[src/rtl/vga_timing_pkg.sv]
// Shared raster timing constants for the VGA sync generator and the pattern generator.
// The defaults describe 640x480 @ 60 Hz with an 800x525 total raster.
package vga_timing_pkg;

    localparam int DEF_ACTIVE_COLS = 640;
    localparam int DEF_H_FP        = 16;
    localparam int DEF_H_SYNC      = 96;
    localparam int DEF_H_BP        = 48;
    localparam int DEF_ACTIVE_ROWS = 480;
    localparam int DEF_V_FP        = 10;
    localparam int DEF_V_SYNC      = 2;
    localparam int DEF_V_BP        = 33;

    localparam int DEF_POS_W = 10;

    // Asserted level of HSYNC/VSYNC for the standard 640x480 mode.
    localparam logic SYNC_ACTIVE_LOW = 1'b0;

    function automatic int axis_total(input int active, input int fp, input int sync, input int bp);
        return active + fp + sync + bp;
    endfunction

endpackage

[src/rtl/vga_axis_counter.sv]
// One raster axis: a wrapping position counter plus its active/sync window decode.
// Used once for columns (stepped per pixel) and once for rows (stepped per line wrap).
module vga_axis_counter
    import vga_timing_pkg::*;
#(
    parameter int ACTIVE = DEF_ACTIVE_COLS,
    parameter int FP     = DEF_H_FP,
    parameter int SYNC   = DEF_H_SYNC,
    parameter int BP     = DEF_H_BP,
    parameter int POS_W  = DEF_POS_W
) (
    input  logic             i_CLK,
    input  logic             i_RESET,
    input  logic             i_STEP,
    output logic [POS_W-1:0] o_COUNT,
    output logic             o_WRAP,
    output logic             o_ACTIVE,
    output logic             o_SYNC
);

    localparam int TOTAL = axis_total(ACTIVE, FP, SYNC, BP);

    generate
        if (FP <= 0 || SYNC <= 0 || BP <= 0) begin : g_bad_porch
            $fatal(1, "vga_axis_counter: porch and sync widths must be non-zero");
        end
        if (longint'(TOTAL) > (longint'(1) << POS_W)) begin : g_bad_width
            $fatal(1, "vga_axis_counter: axis total does not fit in POS_W bits");
        end
    endgenerate

    localparam logic [POS_W-1:0] LAST       = POS_W'(TOTAL - 1);
    localparam logic [POS_W-1:0] ACT_LIM    = POS_W'(ACTIVE);
    localparam logic [POS_W-1:0] SYNC_FIRST = POS_W'(ACTIVE + FP);
    localparam logic [POS_W-1:0] SYNC_LAST  = POS_W'(ACTIVE + FP + SYNC - 1);

    logic [POS_W-1:0] count_p0;

    always_ff @(posedge i_CLK) begin
        if (i_RESET) begin
            count_p0 <= '0;
        end else if (i_STEP) begin
            count_p0 <= o_WRAP ? '0 : count_p0 + POS_W'(1);
        end
    end

    assign o_COUNT  = count_p0;
    assign o_WRAP   = (count_p0 == LAST);
    assign o_ACTIVE = (count_p0 < ACT_LIM);
    assign o_SYNC   = (count_p0 >= SYNC_FIRST) && (count_p0 <= SYNC_LAST);

endmodule

[src/rtl/vga_sync_timing.sv]
// Raster timing generator: advances one pixel per enabled clock and presents
// registered sync, active, position and line/frame strobes for that pixel.
module vga_sync_timing
    import vga_timing_pkg::*;
#(
    parameter int   ACTIVE_COLS = DEF_ACTIVE_COLS,
    parameter int   H_FP        = DEF_H_FP,
    parameter int   H_SYNC      = DEF_H_SYNC,
    parameter int   H_BP        = DEF_H_BP,
    parameter int   ACTIVE_ROWS = DEF_ACTIVE_ROWS,
    parameter int   V_FP        = DEF_V_FP,
    parameter int   V_SYNC      = DEF_V_SYNC,
    parameter int   V_BP        = DEF_V_BP,
    parameter logic SYNC_POL    = SYNC_ACTIVE_LOW,
    parameter int   POS_W       = DEF_POS_W
) (
    input  logic             i_CLK,
    input  logic             i_RESET,
    input  logic             i_EN,
    output logic             o_HSYNC,
    output logic             o_VSYNC,
    output logic             o_ACTIVE,
    output logic [POS_W-1:0] o_COL,
    output logic [POS_W-1:0] o_ROW,
    output logic             o_LINE_START,
    output logic             o_FRAME_START
);

    function automatic logic sync_level(input logic asserted);
        return asserted ? SYNC_POL : ~SYNC_POL;
    endfunction

    logic [POS_W-1:0] h_count, v_count;
    logic             h_wrap, h_active, h_sync;
    logic             v_wrap_unused, v_active, v_sync;

    vga_axis_counter #(
        .ACTIVE (ACTIVE_COLS),
        .FP     (H_FP),
        .SYNC   (H_SYNC),
        .BP     (H_BP),
        .POS_W  (POS_W)
    ) u_h_axis (
        .i_CLK    (i_CLK),
        .i_RESET  (i_RESET),
        .i_STEP   (i_EN),
        .o_COUNT  (h_count),
        .o_WRAP   (h_wrap),
        .o_ACTIVE (h_active),
        .o_SYNC   (h_sync)
    );

    vga_axis_counter #(
        .ACTIVE (ACTIVE_ROWS),
        .FP     (V_FP),
        .SYNC   (V_SYNC),
        .BP     (V_BP),
        .POS_W  (POS_W)
    ) u_v_axis (
        .i_CLK    (i_CLK),
        .i_RESET  (i_RESET),
        .i_STEP   (i_EN & h_wrap),
        .o_COUNT  (v_count),
        .o_WRAP   (v_wrap_unused),
        .o_ACTIVE (v_active),
        .o_SYNC   (v_sync)
    );

    logic             hsync_p1, vsync_p1, active_p1;
    logic [POS_W-1:0] col_p1, row_p1;
    logic             line_start_p1, frame_start_p1;

    // Stage p0 -> p1: decode of the counter state is registered; strobes only live for one enabled clock.
    always_ff @(posedge i_CLK) begin
        if (i_RESET) begin
            hsync_p1       <= ~SYNC_POL;
            vsync_p1       <= ~SYNC_POL;
            active_p1      <= 1'b0;
            col_p1         <= '0;
            row_p1         <= '0;
            line_start_p1  <= 1'b0;
            frame_start_p1 <= 1'b0;
        end else if (i_EN) begin
            hsync_p1       <= sync_level(h_sync);
            vsync_p1       <= sync_level(v_sync);
            active_p1      <= h_active & v_active;
            col_p1         <= h_count;
            row_p1         <= v_count;
            line_start_p1  <= (h_count == '0);
            frame_start_p1 <= (h_count == '0) && (v_count == '0);
        end else begin
            line_start_p1  <= 1'b0;
            frame_start_p1 <= 1'b0;
        end
    end

    assign o_HSYNC       = hsync_p1;
    assign o_VSYNC       = vsync_p1;
    assign o_ACTIVE      = active_p1;
    assign o_COL         = col_p1;
    assign o_ROW         = row_p1;
    assign o_LINE_START  = line_start_p1;
    assign o_FRAME_START = frame_start_p1;

endmodule

[config.mk]
export PLATFORM = sky130hd
export DESIGN_NAME = vga_sync_timing
export DESIGN_NICKNAME = d
export VERILOG_FILES = /design/src/rtl/vga_timing_pkg.sv /design/src/rtl/vga_axis_counter.sv /design/src/rtl/vga_sync_timing.sv
export SDC_FILE = /design/constraint.sdc
export NUM_CORES = 1
export LEC_CHECK = 0
export ABC_CLOCK_PERIOD_IN_PS = 4050
export CORE_ASPECT_RATIO = 0.9
export CORE_MARGIN = 1
export CORE_UTILIZATION = 29
export DETAILED_ROUTE_END_ITERATION = 12
export MAX_ROUTING_LAYER = met4
export PLACE_DENSITY = 0.5
export SLEW_MARGIN = 10
export SYNTH_ARGS = -nofsm -noshare
export SYNTH_HDL_FRONTEND = slang
export SYNTH_SLANG_ARGS = --single-unit
[constraint.sdc]
create_clock -name i_CLK -period 4.05 [get_ports i_CLK]
set_input_delay 0.6075 -clock i_CLK [delete_from_list [all_inputs] [get_ports i_CLK]]
set_output_delay 0.6075 -clock i_CLK [all_outputs]
set_load 0.01 [all_outputs]
==> results.cfg, run 1 <==
[power]
leakagePower_nw = 0.8686
seq_power_share_pct = 53.3
clkPwrFrac_pct = 41.9
switchingPower_mw = 0.1789
ir_drop_uv = 129.0
swShare_pct = 21.20
power_mw = 0.8441
p_per_area_nw_per_um2 = 349.2
p_int_mw = 0.6652
p_comb_share_pct = 4.8

[clock_network]
cts_tree = yes
htreeDepth = 2
clock_latency_ns = 0.29
cts.repair.resized = 0
clockBufferDepth = 2
cts_made_buffers = 5
cts.sinks = 45
holdBufCountCts = 0
cts_root_buf = clkbuf_8
post_cts_buffers = 0
clk_pin_slew_ns = 0.08

[finish]
n_antenna_cell = 0
final_util_pct = 36.90
area_growth_pct = 22.98
fin_nets = 248
drive_above_1_share_pct = 5.809
fillers = 685

[place]
dpl.hpwl_um = 3033
dp_slack_ns = 1.295
globalplace.congestion = 0.7837
io_buffers = 27

[run_status]
status = finished clean

[route]
wl_per_cell_um = 13.35
num_vias = 1601
routed_via_density = 4.837
dr.pass1.iters = 6
ant_nets = 0
drc = 0
drt_iter0_markers = 121
routed_wl_um = 4418

[worst_setup_path]
arrival_ns = 2.63
path_buf_inv = 0
crit_family = simple AND/OR/NAND/NOR gates
slowest_stage = or4_1
slowest_delay_ns = 0.76
worst_setup_path_end_kind = flip-flop
cp-start-kind = flip-flop
crit_type = reg -> reg
worstPathCellList = or3_4 -> or4_1 -> o21ai_0 -> a21oi_1
cp_max_fo = 16
required_ns = 4.20

[die]
core_area_sq_um = 6551
fp.dieArea_sq_um = 7112
rows = 28
boundaryPins = 28
die_y_um = 80.11
fp.dieW_um = 88.78
initial_core_util_pct = 30.00

[sta]
rsz0062_at_grt = no
fin_setup_tns_ns = 0
layout_setup_ws_ns = 1.567
slew_headroom_pct = 53.24
finClkSkew_ns = 0.008424
post-route-period-util_pct = 61.31
finalHoldViolations = 0
setup_violations = 0
worst_pin_slew_ns = 0.6992
timing.final.crit_period_ns = 2.483
max_freq_mhz = 402.7
drv_slew = 0

[grt]
first_global_vias = 1480
grt_pass1_wl_um = 7327
grt_max_degree = 31
antenna_found_initial = 0
grt_usage_pct = 13.93
grt_overflow_total = 0

[synth]
yosys_most_used_dff = dfxtp_1
syn_nets = 226
synth_edf_count = 0
ys_warn_count = 0
synth_area_sq_um = 1966
ys_async_sr_fraction_pct = 0
synth_cell_type_count = 37
ys_ff_latch = 45
yosysSeqAreaShare_pct = 45.83
synth_cells = 218
postSynthAreaPerCell_sq_um = 9.017

[flow_run]
cap_violations = 0

[worst_hold_path]
min_path_type = reg -> reg
[power groups by stage]
stage          Combinational [mW]  Clock, mW  Sequential [mW]
2_1_floorplan              0.0243          0            0.461
3_3_place_gp               0.0410          0            0.460
3_5_place_dp               0.0408          0            0.460
4_1_cts                    0.0411      0.363            0.450
5_1_grt                    0.0444      0.383            0.451
6_report                   0.0406      0.354            0.450
[cell families (layout without fill, tap and decap cells)]
group                      after synthesis  after routing  share of synthesized area, %
and+or+nand+nor                         87             87                         22.41
DFF                                     45             45                         45.83
AOI/OAI and AO/OA                       31             31                         9.931
buffers and inverters                   22             45                         4.902
muxes                                   20             20                         10.18
xor gates and xnor gates                 8              8                         3.564
adders and majority gates                5              5                         3.183
[Yosys cell counts (all sizes together), types with 6 or more instances]
library cell | count | area share [%]
a21oi | 10 | 2.5
buf | 6 | 1.8
mux2i | 20 | 10
nand3 | 10 | 2.5
nand4 | 7 | 2.2
inv | 7 | 1.3
nor2 | 33 | 6.3
o21ai | 7 | 1.8
nand2 | 11 | 2.1
clkbuf | 9 | 1.7
dfxtp | 45 | 46
[stage by stage]
| step | hold slack, ns | cell area (sq um) | std cells |
|---|---|---|---|
| 6_report | 0.4759 | 2417 | 331 |
| 5_1_grt | 0.5203 | 2417 | 331 |
| 4_1_cts | 0.4750 | 2417 | 331 |
| 3_5_place_dp | 0.4592 | 2301 | 323 |
| 3_3_place_gp | 0.4699 | 2301 | 323 |
| 2_1_floorplan | 0.4768 | 1966 | 218 |
[worst reg2reg max path, stage by stage, from the launching register on]
cell	delay [ns]
dfxtp_1	0.41
or3_4	0.44
or4_1	0.76
o21ai_0	0.65
a21oi_1	0.09
[final cells by class]
class,instances,area (sq um),share of cell area (%)
multi-input combinational,151,968.4,40.06
sequential,45,900.9,37.27
timing repair buffer,30,292.8,12.11
tap,90,112.6,4.658
clock buffer,7,86.33,3.571
clock inverter,1,30.03,1.242
inverter,7,26.28,1.087
[path summary, 6_finish.rpt]
check / end / depth (start not counted) / start / slack (ns)
worst max-delay path: u_v_axis.o_COUNT[9] / 4 / u_h_axis.o_COUNT[5] / 1.57
worst min-delay path: o_ACTIVE / 2 / o_ACTIVE / 0.48
worst max register to register: u_v_axis.o_COUNT[9] / 4 / u_h_axis.o_COUNT[5] / 1.57
worst min register to register: o_ACTIVE / 2 / o_ACTIVE / 0.48
[placed cells by master, fill, tap and decap left out, types with 2 or more instances in the layout]
| cell | Yosys | layout |
|---|---|---|
| dfxtp_1 | 45 | 45 |
| nor2_1 | 33 | 33 |
| clkdlybuf4s50_1 | 0 | 27 |
| mux2i_1 | 20 | 20 |
| nand2_1 | 11 | 11 |
| nand3_1 | 10 | 10 |
| a21oi_1 | 10 | 10 |
| inv_1 | 7 | 7 |
| nand4_1 | 7 | 7 |
| o21ai_0 | 7 | 7 |
| clkbuf_8 | 0 | 6 |
| or4_1 | 5 | 5 |
| o31ai_1 | 5 | 5 |
| ha_1 | 5 | 5 |
| nor3_1 | 4 | 4 |
| xnor2_1 | 4 | 4 |
| xor2_1 | 4 | 4 |
| nor4b_1 | 3 | 3 |
| nor4_1 | 3 | 3 |
| buf_4 | 1 | 3 |
| and3_1 | 2 | 2 |
| or2_2 | 2 | 2 |
| or3_1 | 2 | 2 |
| nor2b_1 | 2 | 2 |
| o22ai_1 | 2 | 2 |
[registers in the layout, summed over array words and instances (netlist names)]
register	cells
o_COL	10
o_HSYNC	1
o_ROW	10
o_ACTIVE	1
o_VSYNC	1
u_v_axis.o_COUNT	10
o_FRAME_START	1
u_h_axis.o_COUNT	10
o_LINE_START	1
[routing by layer]
| metal | vias up | part of all wire (%) | track usage (%) |
|---|---|---|---|
| met5 | - | 0 | - |
| met4 | 0 | 0.32 | 5.161 |
| met3 | 2 | 4.0 | 3.392 |
| met2 | 40 | 42 | 18.23 |
| met1 | 746 | 54 | 20.30 |
| li1 | 813 | - | - |
Power figures use the tool's default switching activity.
==> run 2: changes to the inputs <==
--- a/config.mk
+++ b/config.mk
@@ -5,13 +5,13 @@
 export SDC_FILE = /design/constraint.sdc
 export NUM_CORES = 1
 export LEC_CHECK = 0
-export ABC_CLOCK_PERIOD_IN_PS = 4050
+export ABC_CLOCK_PERIOD_IN_PS = 2200
 export CORE_ASPECT_RATIO = 0.9
 export CORE_MARGIN = 1
 export CORE_UTILIZATION = 29
 export DETAILED_ROUTE_END_ITERATION = 12
 export MAX_ROUTING_LAYER = met4
-export PLACE_DENSITY = 0.5
+export PLACE_DENSITY = 0.52
 export SLEW_MARGIN = 10
 export SYNTH_ARGS = -nofsm -noshare
 export SYNTH_HDL_FRONTEND = slang
==> constraint.sdc (replaced) <==
create_clock -name i_CLK -period 2.2 [get_ports i_CLK]
set_input_delay 0.33 -clock i_CLK [delete_from_list [all_inputs] [get_ports i_CLK]]
set_output_delay 0.33 -clock i_CLK [all_outputs]
set_load 0.01 [all_outputs]
==> results.cfg, run 2 (synthesis results as in run 1) <==
[grt]
grt_usage_pct = 14.54
grt_overflow_total = 0
first_global_vias = 1507
grt_max_degree = 31
antenna_found_initial = 0
grt_pass1_wl_um = 7679

[die]
core_area_sq_um = 6551
fp.dieArea_sq_um = 7112
fp.dieW_um = 88.78
rows = 28
die_y_um = 80.11
boundaryPins = 28
initial_core_util_pct = 30.00

[finish]
area_growth_pct = 29.15
fin_area_sq_um = 2539
n_antenna_cell = 0
final_cell_mix = dfxtp_1, nor2_1, clkdlybuf4s50_1, buf_4, mux2i_1
final_common_cell = dfxtp_1
fin_nets = 268
drive_above_1_share_pct = 13.03

[power]
ir_drop_uv = 248.9
p_per_area_nw_per_um2 = 557.7
leakagePower_nw = 0.9486

[sta]
post-route-period-util_pct = 93.13
fin_setup_tns_ns = 0
setup_violations = 0
finClkSkew_ns = 0.008113
finalHoldViolations = 0
max_freq_mhz = 488.1
layout_setup_ws_ns = 0.1512
drv_slew = 0
timing.final.crit_period_ns = 2.049
slew_headroom_pct = 70.04
rsz0062_at_grt = no
worst_pin_slew_ns = 0.4432

[route]
num_vias = 1675
ant_nets = 0
routed_wl_um = 4668
dr.pass1.iters = 4
drc = 0
routed_via_density = 4.772
wl_per_cell_um = 13.30
drt_iter0_markers = 131

[clock_network]
cts.sinks = 45
cts_tree = yes
cts_root_buf = clkbuf_8
htreeDepth = 2
clockBufferDepth = 2
clk_pin_slew_ns = 0.08
post_cts_buffers = 0
holdBufCountCts = 0
cts_made_buffers = 5
clock_latency_ns = 0.30

[worst_setup_path]
crit_type = reg -> reg
cp_max_fo = 8
reg2reg_slack_ns = 0.15
cp-start-kind = flip-flop
required_ns = 2.43
worst_setup_path_end_kind = flip-flop
arrival_ns = 2.28

[place]
dp_slack_ns = -0.1465
io_buffers = 27
dpl.hpwl_um = 3348
globalplace.congestion = 0.7980
dpl_cell_area_sq_um = 2451

[flow_run]
cap_violations = 0

[run_status]
status = finished clean

[worst_hold_path]
min_path_type = reg -> reg
run 2: changes by cell type in the layout (fill, tap and decap cells not counted), sizes merged:
cell and change:
bufinv -1, clkinvlp +1, buf +20
run 2: where the power goes:
part | switching (mW) | internal [mW] | leakage, nW | total [mW]
Combinational | 0.0450 | 0.0379 | 0.546 | 0.0830
Clock | 0.281 | 0.225 | 0.0385 | 0.507
Sequential | 0.00477 | 0.822 | 0.364 | 0.826
run 2: worst paths after layout:
| path | startpoint | to | cells past startpoint |
|---|---|---|---|
| setup reg to reg | u_h_axis.o_COUNT[5] | u_v_axis.o_COUNT[6] | 4 |
| hold / removal | o_ACTIVE | o_ACTIVE | 2 |
| hold reg to reg | o_ACTIVE | o_ACTIVE | 2 |
| setup / recovery | u_h_axis.o_COUNT[5] | u_v_axis.o_COUNT[6] | 4 |
run 2: final cells by class:
| cell class | instances | area [sq um] |
|---|---|---|
| Multi-Input combinational cell | 151 | 972.2 |
| Clock buffer | 7 | 76.32 |
| Sequential cell | 45 | 900.9 |
| Inverter | 7 | 26.28 |
| Clock inverter | 1 | 7.507 |
| Tap cell | 90 | 112.6 |
| Timing Repair Buffer | 50 | 442.9 |
| Fill cell | 671 | 4013 |
run 2: worst max-delay path: stages, from the launching register on:
cell and delay (ns):
dfxtp_1 0.32, or3_4 0.42, or4_4 0.58, or4_1 0.52
a21oi_1 0.14
run 2: per-layer routing:
metal  track usage, %  vias to the layer above  share of wire (%)
met5                -                        -                  0
met4            5.161                        0               0.86
met3            2.980                        2                4.2
met1            20.91                      791                 52
li1                 -                      853                  -
met2            19.92                       29                 43
run 2: metrics by stage:
stage,hold WS (ns),power [mW],instances,util [%]
finish,0.4787,1.416,351,38.75
global route,0.5133,1.486,351,38.75
CTS,0.4858,1.437,351,38.69
detailed placement,0.4698,0.9303,343,37.41
global placement,0.4663,0.9290,343,37.41
floorplan,0.4166,0.8928,218,-
run 2: timing repair:
| action | in CTS | in global routing |
|---|---|---|
| hold endpoints to repair | 0 | 0 |
| gates resized for setup | 0 | 1 |
| setup endpoints to repair | 0 | 4 |
